### src/rtl/mem_arbiter.sv
// Two-port arbiter for the single-port program SRAM: host loader (port 0) and instruction fetch (port 1).
// Ownership is registered round-robin; an owner may keep the SRAM for at most MAX_BURST transfers while contended.
module mem_arbiter #(
    parameter int ADDR      = 4,
    parameter int WIDTH     = 8,
    parameter int MAX_BURST = 4
) (
    input  logic             clk,
    input  logic             reset,
    input  logic             req0,
    input  logic             we0,
    input  logic [ADDR-1:0]  addr0,
    input  logic [WIDTH-1:0] wdata0,
    output logic             gnt0,
    output logic             rvalid0,
    output logic [WIDTH-1:0] rdata0,
    input  logic             req1,
    input  logic             we1,
    input  logic [ADDR-1:0]  addr1,
    input  logic [WIDTH-1:0] wdata1,
    output logic             gnt1,
    output logic             rvalid1,
    output logic [WIDTH-1:0] rdata1,
    output logic             mem_cs,
    output logic             mem_we,
    output logic [ADDR-1:0]  mem_addr,
    output logic [WIDTH-1:0] mem_wdata,
    input  logic [WIDTH-1:0] mem_rdata
);
    localparam int CW = $clog2(MAX_BURST) + 1;
    localparam logic [CW-1:0] CNT_LAST = CW'(MAX_BURST - 1);

    typedef enum logic [1:0] {
        OWN_NONE = 2'd0,
        OWN_P0   = 2'd1,
        OWN_P1   = 2'd2
    } owner_t;

    owner_t        owner;
    logic          last_p1;
    logic [CW-1:0] cnt;
    logic          xfer0;
    logic          xfer1;

    assign gnt0  = (owner == OWN_P0);
    assign gnt1  = (owner == OWN_P1);
    assign xfer0 = gnt0 && req0;
    assign xfer1 = gnt1 && req1;

    // The SRAM registers its own read data, so it passes straight through, qualified by rvalid.
    assign rdata0 = mem_rdata;
    assign rdata1 = mem_rdata;

    always_comb begin
        mem_cs    = 1'b0;
        mem_we    = 1'b0;
        mem_addr  = '0;
        mem_wdata = '0;
        if (xfer0) begin
            mem_cs    = 1'b1;
            mem_we    = we0;
            mem_addr  = addr0;
            mem_wdata = wdata0;
        end else if (xfer1) begin
            mem_cs    = 1'b1;
            mem_we    = we1;
            mem_addr  = addr1;
            mem_wdata = wdata1;
        end
    end

    always_ff @(posedge clk) begin
        if (reset) begin
            owner   <= OWN_NONE;
            last_p1 <= 1'b1;
            cnt     <= '0;
            rvalid0 <= 1'b0;
            rvalid1 <= 1'b0;
        end else begin
            rvalid0 <= xfer0 && !we0;
            rvalid1 <= xfer1 && !we1;
            case (owner)
                OWN_NONE: begin
                    cnt <= '0;
                    // On a tie the port not granted most recently wins.
                    if (req0 && (!req1 || last_p1)) begin
                        owner   <= OWN_P0;
                        last_p1 <= 1'b0;
                    end else if (req1) begin
                        owner   <= OWN_P1;
                        last_p1 <= 1'b1;
                    end
                end
                OWN_P0: begin
                    if (!req0 || (req1 && cnt == CNT_LAST)) begin
                        cnt <= '0;
                        if (req1) begin
                            owner   <= OWN_P1;
                            last_p1 <= 1'b1;
                        end else begin
                            owner <= OWN_NONE;
                        end
                    end else if (cnt != CNT_LAST) begin
                        cnt <= cnt + CW'(1);
                    end
                end
                OWN_P1: begin
                    if (!req1 || (req0 && cnt == CNT_LAST)) begin
                        cnt <= '0;
                        if (req0) begin
                            owner   <= OWN_P0;
                            last_p1 <= 1'b0;
                        end else begin
                            owner <= OWN_NONE;
                        end
                    end else if (cnt != CNT_LAST) begin
                        cnt <= cnt + CW'(1);
                    end
                end
                default: begin
                    owner <= OWN_NONE;
                    cnt   <= '0;
                end
            endcase
        end
    end
endmodule

### config.mk
export PLATFORM = sky130hd
export DESIGN_NAME = mem_arbiter
export DESIGN_NICKNAME = d
export VERILOG_FILES = /design/src/rtl/mem_arbiter.sv
export SDC_FILE = /design/constraint.sdc
export NUM_CORES = 1
export LEC_CHECK = 0
export CAP_MARGIN = 0
export CORE_UTILIZATION = 29
export CTS_CLUSTER_DIAMETER = 40
export CTS_CLUSTER_SIZE = 25
export DETAILED_ROUTE_END_ITERATION = 6
export GPL_TIMING_DRIVEN = 0
export PLACE_DENSITY_LB_ADDON = 0.25
export SLEW_MARGIN = 0
export SYNTH_ARGS = -nofsm -noshare
export SYNTH_HDL_FRONTEND = slang
export SYNTH_SLANG_ARGS = --single-unit
### constraint.sdc
create_clock -name clk -period 2.45 [get_ports clk]
set_clock_uncertainty 0.2 [all_clocks]
set_input_delay 0.3675 -clock clk [delete_from_list [all_inputs] [get_ports clk]]
set_output_delay 0.3675 -clock clk [all_outputs]
set_load 0.005 [all_outputs]
## Yosys cells after proc, flatten, opt, wreduce, memory -nomap -nowiden

Cells that the tools add are included.

| cells by class | value |
|---|---|
| equal/unequal tests | 8 |
| bitwise logic cells | 0 |
| reductions and logical operators | 18 |
| multiply operators | 0 |
| $lt $le $gt $ge | 0 |
| $add $sub $neg | 1 |
| shift-type cells | 0 |
| muxes and demuxes | 25 |
| divide/modulo/power cells | 0 |

Operators by type and width:

| operator | number |
|---|---|
| $mux W8 | 2 |
| $mux W1 | 10 |
| $mux W2 | 5 |
| $mux W3 | 3 |
| $mux W4 | 2 |
| $logic_and A1 B1 Y1 | 7 |
| $pmux W2 S3 | 1 |
| $pmux W3 S2 | 1 |
| $logic_not A1 Y1 | 4 |
| $ne A2 B1 Y1 const B | 2 |
| $reduce_and A4 Y1 | 1 |
| $add A3 B1 Y3 const B | 1 |
| $eq A3 B2 Y1 const B | 1 |
| $logic_or A1 B1 Y1 | 3 |
| $ne A3 B2 Y1 const B | 1 |
| $ne A3 B3 Y1 const B | 1 |
| $pmux W1 S3 | 1 |
| $reduce_and A3 Y1 | 1 |
| $reduce_bool A3 Y1 | 1 |
| $eq A2 B1 Y1 const B | 1 |
| $eq A2 B2 Y1 const B | 1 |
| $logic_not A2 Y1 | 1 |
| $ne A2 B2 Y1 const B | 1 |

| storage, ports and cells | value |
|---|---|
| memories kept | 0 |
| output and inout bits | 34 |
| flip-flop bits (word level) | 8 |
| latch bits | 0 |
| word-level logic and storage cells | 57 |
| RAM bits | 0 |
| memory bits (read-only) | 0 |

## Logic depth before layout (Yosys ltp)

Gate-level depths: netlist (run 1).

| logic depth | value |
|---|---|
| depth in word-level cells | 5 |
| depth in mapped cells | 7 |
| gate-level depth less buffers | 6 |

## Worst setup path before layout (run 1)

OpenSTA, ideal clock, no wires.

| timing | value |
|---|---|
| kind | flip-flop to output port |
| start point | reg owner[1] |
| end point | out mem_addr[0] |
| arrival | 1.459 ns |
| path slack | 0.424 ns |
| stages on the path, launching flop included | 8 |
| data required time | 1.882 ns |
| cell sequence | dfxtp_1 inv_1 ha_1 and2_1 buf_6 nor2_1 buf_2 a22o_1 |

| between the ends | value |
|---|---|
| elaborated cells between the ends (all ways) | 6 |
| those cells by class | eq/ne: 2; mux: 2; reduce/logical: 2 |

RTL lines:

| item | RTL line | text |
|---|---|---|
| from (decl) | 39 | `owner_t owner;` |
| from (signal assigned) | 74 | `owner <= OWN_NONE;` |
| from (signal assigned) | 87 | `owner <= OWN_P0;` |
| from (signal assigned) | 90 | `owner <= OWN_P1;` |
| $eq A2 B1 Y1 | 45 | `assign gnt0 = (owner == OWN_P0);` |
| via gnt0 | 14 | `output logic gnt0,` |
| $logic_and A1 B1 Y1 | 47 | `assign xfer0 = gnt0 && req0;` |
| $mux W4 | 59 | `if (xfer0) begin` |
| to (decl) | 26 | `output logic [ADDR-1:0] mem_addr,` |

The timed path passes the listed nets, and every way through them passes these cells.

## Worst setup path after layout (run 1)

| timing | value |
|---|---|
| start point | reg owner[1] |
| end point | out mem_wdata[3] |

| between the ends | value |
|---|---|
| word-level cells in the longest chain between the ends | 4 |
| elaborated cells between the ends (all ways) | 6 |
| those cells by class | eq/ne: 2; mux: 2; reduce/logical: 2 |

RTL lines:

| item | RTL line | text |
|---|---|---|
| $eq A2 B2 Y1 | 46 | `assign gnt1 = (owner == OWN_P1);` |
| $logic_and A1 B1 Y1 | 48 | `assign xfer1 = gnt1 && req1;` |
| $mux W8 | 64 | `end else if (xfer1) begin` |
| $mux W8 * | 59 |  |
| to (decl) | 27 | `output logic [WIDTH-1:0] mem_wdata,` |

Mark *: on every way between the ends. The rest lies on a longest branch, timed or not.

==> flow_summary.json, run 1 <==
{
  "outcome": "completed",
  "post-route-util": 0.667,
  "syn_area_per_cell_um2": 8.55,
  "layout_common_cells": "47 x clkdlybuf4s50_1, 28 x buf_4, 13 x a22o_1",
  "finalNonFillerCells": 192,
  "fin_crit_ns": 2.40,
  "hold_viol_final": 0,
  "numPlacedInstances": 175,
  "io-pin-count": 72,
  "drv_cap": 0,
  "vias": 886,
  "crit_start": "owner[1]",
  "power_frac_comb": 0.648,
  "crit_path_start_kind": "flop",
  "start_util": 0.316,
  "clock_power_share": 0.130,
  "final_common_cell": "clkdlybuf4s50_1",
  "ys_warn_count": 0,
  "crit_fanout": 6,
  "synth_nets": 128,
  "hold_slack_ns": 0.303,
  "initialDrtViolationCount": 16,
  "area.sequential_um2": 163,
  "ys_seq_area_frac": 0.220,
  "crit_path_end_kind": "primary output",
  "tightest_slew_ns": 0.332,
  "antenna_cells": 0,
  "multi_input_area_um2": 440,
  "htree_levels": 1,
  "cts.path.max_buffers": 2,
  "peakVddDrop_mv": 0.367,
  "path_clk_slew_ns": 0.06,
  "reg2reg_to": "last_p1",
  "wirelength_um": 2700,
  "fp-row-count": 17,
  "p_sw_uw": 267,
  "die_h_um": 52.1,
  "nets": 209,
  "syn2layout_area_growth_pct": 111,
  "post-route-period-util": 0.980,
  "core_area_um2": 2300,
  "die_w_um": 52.1,
  "n_fill_cell": 205,
  "cts_root_buf": "clkbuf_4",
  "max_freq_ghz": 0.416,
  "endpoint": "mem_wdata[3]",
  "clk_latency_ns": 0.25,
  "grt_pass1_wl_um": 3840,
  "syn_inst": 85,
  "die_area_um2": 2710,
  "antenna_found_initial": 0,
  "clock-sinks": 8,
  "ant_nets": 0,
  "grt_util_all_layers": 0.194,
  "powerDensity_nw_per_um2": 516,
  "setup_violations": 0,
  "drcViolationCount": 0,
  "tritoncts": "yes",
  "grt.overflow.total": 0,
  "io_buffers": 62,
  "seq_power_share": 0.222,
  "critPathKind": "flop to primary output",
  "dr.pass1.iters": 2,
  "grt_max_degree": 11,
  "hpwl_um": 1950,
  "grt_pass1_vias": 810,
  "drive_above_1_share": 0.311,
  "viasPerCell": 4.61,
  "numCtsBuffers": 3,
  "syn_area_um2": 727,
  "yosysUniqueCellTypes": 28,
  "r2r_start": "owner[1]",
  "slew-limit-headroom": 0.773,
  "place_congestion": 0.788,
  "netSwitchingFraction": 0.337,
  "wl_per_cell_um": 14.1,
  "rrSetupSlack_ns": 0.60,
  "worstPathArrival_ns": 1.83,
  "ctsHoldBuffers": 0,
  "reg2reg_depth": 7,
  "ys_ff_latch": 8,
  "p_leak_nw": 0.697,
  "slew_violations": 0,
  "critPathRequiredTime_ns": 1.88,
  "rsz0062_at_grt": "true",
  "hold_path_class": "flop to flop",
  "internal_power_uw": 524
}
[cell families after synthesis]
kind of cell,after synthesis,share of synthesized area
xor gates and xnor gates,1,0.0121
adders and majority gates,5,0.0861
and+or+nand+nor,20,0.150
buffers and inverters,24,0.219
muxes,3,0.0413
AOI/OAI and AO/OA,24,0.272
DFF,8,0.220
[flip-flops by register name (all words and copies together) (netlist names)]
| name | count |
|---|---|
| cnt | 3 |
| owner | 2 |
| rvalid1 | 1 |
| last_p1 | 1 |
| rvalid0 | 1 |
[Yosys cell counts]
master | number | area share
ha_1 | 5 | 0.086
mux2i_1 | 3 | 0.041
nand3b_1 | 2 | 0.021
and2_1 | 1 | 0.0086
a22o_1 | 13 | 0.16
a211o_1 | 1 | 0.012
buf_4 | 16 | 0.17
a21boi_1 | 1 | 0.010
or3_1 | 1 | 0.0086
a31oi_1 | 1 | 0.0086
or4_1 | 1 | 0.010
o21ai_0 | 2 | 0.014
nor2_1 | 3 | 0.015
a2111oi_0 | 1 | 0.012
a311o_1 | 1 | 0.014
buf_2 | 1 | 0.0069
clkbuf_1 | 2 | 0.010
xor2_1 | 1 | 0.012
nor3_1 | 2 | 0.014
nor2b_1 | 2 | 0.017
a21oi_1 | 2 | 0.014
inv_1 | 4 | 0.021
o22ai_1 | 1 | 0.0086
a32oi_2 | 1 | 0.022
buf_6 | 1 | 0.015
dfxtp_1 | 8 | 0.22
nand2_1 | 4 | 0.021
nand2b_1 | 4 | 0.034
[critical path, cell delays in order (launching register included)]
cell and delay (ns):
dfxtp_2 0.35, inv_2 0.05, ha_4 0.17, and2_4 0.15, buf_6 0.13, nor2_4 0.15
buf_6 0.12, buf_6 0.09, buf_4 0.10, a22o_1 0.13, buf_2 0.13
[cell type report]
cell class                      instances  area share
Inverter                                4     0.00980
Clock buffer                            3      0.0147
Multi-Input combinational cell         53       0.287
Sequential cell                         8       0.106
Buffer                                 20       0.104
Timing Repair Buffer                   76       0.455
Tap cell                               28      0.0229
[per-layer routing]
layer,global-route usage,vias up,wire (um)
met5,0,-,0
met4,0.0586,0,29
met3,0.0468,4,128
met2,0.353,30,1550
met1,0.220,401,990
li1,-,451,-
[metrics by stage]
step           power, mW  TNS [ns]  worst slack, ns  instance area [um2]
2_1_floorplan      0.388         0            0.424                  727
3_3_place_gp       0.591     -4.21           -0.394                 1380
3_5_place_dp       0.603     -4.64           -0.441                 1380
4_1_cts            0.771  -0.00596         -0.00596                 1520
5_1_grt            0.846   -0.0253          -0.0215                 1530
6_report           0.791         0           0.0480                 1530
[power by group through the flow]
stage	registers [mW]	clock network [mW]	logic, mW
2_1_floorplan	0.169	0	0.220
3_3_place_gp	0.172	0	0.419
3_5_place_dp	0.175	0	0.428
4_1_cts	0.175	0.105	0.490
5_1_grt	0.178	0.112	0.556
6_report	0.176	0.103	0.513
[how the worst min path moves through the flow]
stage,from,to,slack [ns],cells past startpoint
final,cnt[2],cnt[2],0.30,2
after global routing,cnt[2],cnt[2],0.33,2
after CTS,cnt[2],cnt[2],0.30,2
after detailed placement,cnt[2],cnt[2],0.29,2
after global placement,cnt[1],cnt[1],0.28,2
after floorplan,we0,rvalid0,0.25,1
[timing repair]
action                                  4_1_cts  5_1_grt
endpoints found under the setup margin       13        8
pin swaps                                     1        1
resized for setup                            35       16
buffers inserted                              9        4
gates cloned                                  1        0
Power figures use the tool's default switching activity.
==> run 2: changes to the inputs <==
==> constraint.sdc (replaced) <==
create_clock -name clk -period 2.45 [get_ports clk]
set_clock_uncertainty 0.2 [all_clocks]
set_input_delay 0.49 -clock clk [delete_from_list [all_inputs] [get_ports clk]]
set_output_delay 0.49 -clock clk [all_outputs]
set_load 0.005 [all_outputs]
==> flow_summary.json, run 2 (same netlist as run 1, synthesis figures left out) <==
{
  "htree_levels": 1,
  "max_freq_ghz": 0.420,
  "dr.pass1.iters": 4,
  "drive_above_1_share": 0.319,
  "hpwl_um": 1950,
  "post-route-period-util": 0.972,
  "critPathKind": "flop to primary output",
  "critical_path.max_stage_delay_ns": 0.35,
  "worstPathArrival_ns": 1.69,
  "setup_violations": 0,
  "worst_slack_ns": 0.0678,
  "clk_latency_ns": 0.25,
  "fp-row-count": 17,
  "cts.path.max_buffers": 2,
  "top_regs": "cnt x3, owner x2",
  "crit_family": "buffers and inverters",
  "fin_setup_tns_ns": 0,
  "grt_pass1_wl_um": 3810,
  "vias": 886,
  "crit_path_start_kind": "flop",
  "numPlacedInstances": 175,
  "crit_path_end_kind": "primary output",
  "grt_pass1_vias": 801,
  "die_w_um": 52.1,
  "r2r_start": "owner[1]",
  "finalNonFillerCells": 191,
  "endpoint": "mem_wdata[1]",
  "start_util": 0.316,
  "io_buffers": 62,
  "clock-sinks": 8,
  "path_buf_inv": 4,
  "power_uw": 792,
  "nets": 208,
  "path_clk_slew_ns": 0.06,
  "numCtsBuffers": 3,
  "grt_util_all_layers": 0.194,
  "grt_max_degree": 11,
  "reg2reg_depth": 7,
  "die_h_um": 52.1,
  "slew-limit-headroom": 0.762,
  "worstPathCellList": "inv_2 -> ha_4 -> and2_4 -> nor2_4 -> buf_6 -> buf_4 -> a22o_1 -> clkdlybuf4s15_2",
  "crit_cells": 8,
  "ctsHoldBuffers": 0,
  "largest-register": "cnt",
  "grt.overflow.total": 0,
  "hold_path_class": "flop to flop",
  "crit_start": "owner[1]",
  "syn2layout_area_growth_pct": 109,
  "antenna_found_initial": 0,
  "io-pin-count": 72,
  "largest_reg_flops": 3,
  "place_congestion": 0.788,
  "wl_per_cell_um": 13.9,
  "initialDrtViolationCount": 14,
  "slowest_stage": "dfxtp_2",
  "hold_viol_final": 0,
  "pre_cts_ws_ns": -0.686,
  "wirelength_um": 2660,
  "cts_root_buf": "clkbuf_4",
  "fin_crit_ns": 2.38,
  "antenna_cells": 0,
  "tritoncts": "yes",
  "outcome": "completed",
  "die_area_um2": 2710,
  "critPathRequiredTime_ns": 1.76,
  "core_area_um2": 2300,
  "reg2reg_to": "last_p1",
  "powerDensity_nw_per_um2": 520,
  "viasPerCell": 4.64,
  "drv_cap": 0,
  "final_common_cell": "clkdlybuf4s50_1",
  "p_leak_nw": 0.698,
  "drcViolationCount": 0,
  "peakVddDrop_mv": 0.395,
  "slew_violations": 0,
  "ant_nets": 0,
  "rrSetupSlack_ns": 0.56,
  "tightest_slew_ns": 0.354,
  "crit_fanout": 5,
  "layout_common_cells": "47 x clkdlybuf4s50_1, 29 x buf_4, 13 x a22o_1"
}
## run 2: changes by cell type in the layout (fill, tap and decap cells not counted)
cell	previous run	this run
clkdlybuf4s15_1	4	1
buf_6	4	2
buf_2	1	2
buf_4	28	29
clkdlybuf4s15_2	0	1
dlygate4sd2_1	5	6
ha_2	1	0
ha_4	1	2
## run 2: area by class of cell
class	count	area, um2
well taps	28	35.0
repair buffers	76	688
clock buffers	3	22.5
inverters	4	15.0
multi-input cells	53	450
fillers	212	774
flip-flops and latches	8	163
plain buffers	19	149
## run 2: worst register-to-register path, delay by kind of cell, from the launching register on
kind | cells | cell delay (ns)
AOI/OAI and AO/OA | 3 | 0.68
adders and majority gates | 1 | 0.17
buffers and inverters | 2 | 0.18
DFF | 1 | 0.35
and+or+nand+nor | 1 | 0.18
## run 2: worst min path at each step
stage,cells after the start,startpoint,endpoint,slack (ns)
after floorplan,2,cnt[2],cnt[2],0.26
after global placement,2,cnt[1],cnt[1],0.28
after detailed placement,2,cnt[2],cnt[2],0.29
after CTS,2,cnt[2],cnt[2],0.30
after global routing,2,cnt[2],cnt[2],0.33
final,2,cnt[2],cnt[2],0.31
## run 2: metal layers
layer / track usage / share of wire
met1: 0.216 / 0.37
met2: 0.350 / 0.55
met3: 0.0497 / 0.058
met4: 0.0631 / 0.018
met5: 0 / 0
## run 2: metrics by stage
step | util | hold WS, ns | area [um2]
after floorplan | - | 0.257 | 727
after global placement | 0.602 | 0.281 | 1380
after detailed placement | 0.602 | 0.292 | 1380
after CTS | 0.657 | 0.299 | 1510
after global routing | 0.663 | 0.334 | 1520
final | 0.663 | 0.305 | 1520
## run 2: repair_timing
| action | CTS | global route |
|---|---|---|
| pin swaps | 2 | 1 |
| cloned | 1 | 0 |
| setup endpoints to repair | 14 | 6 |
| setup buffers | 9 | 4 |
| resized for setup | 43 | 11 |
## run 2: report_power, final
part	total, mW	internal (mW)	switching [mW]
clock	0.103	0.0562	0.0472
combinational	0.513	0.314	0.199
sequential	0.175	0.153	0.0223
total	0.792	0.524	0.268
==> run 3: changes to the inputs <==
--- a/config.mk
+++ b/config.mk
@@ -7,8 +7,7 @@
 export LEC_CHECK = 0
 export CAP_MARGIN = 0
 export CORE_UTILIZATION = 29
-export CTS_CLUSTER_DIAMETER = 40
-export CTS_CLUSTER_SIZE = 25
+export CTS_CLUSTER_SIZE = 16
 export DETAILED_ROUTE_END_ITERATION = 6
 export GPL_TIMING_DRIVEN = 0
 export PLACE_DENSITY_LB_ADDON = 0.25
==> results of run 3 <==
Final layout, timing and power as in run 2 (identical DEF).
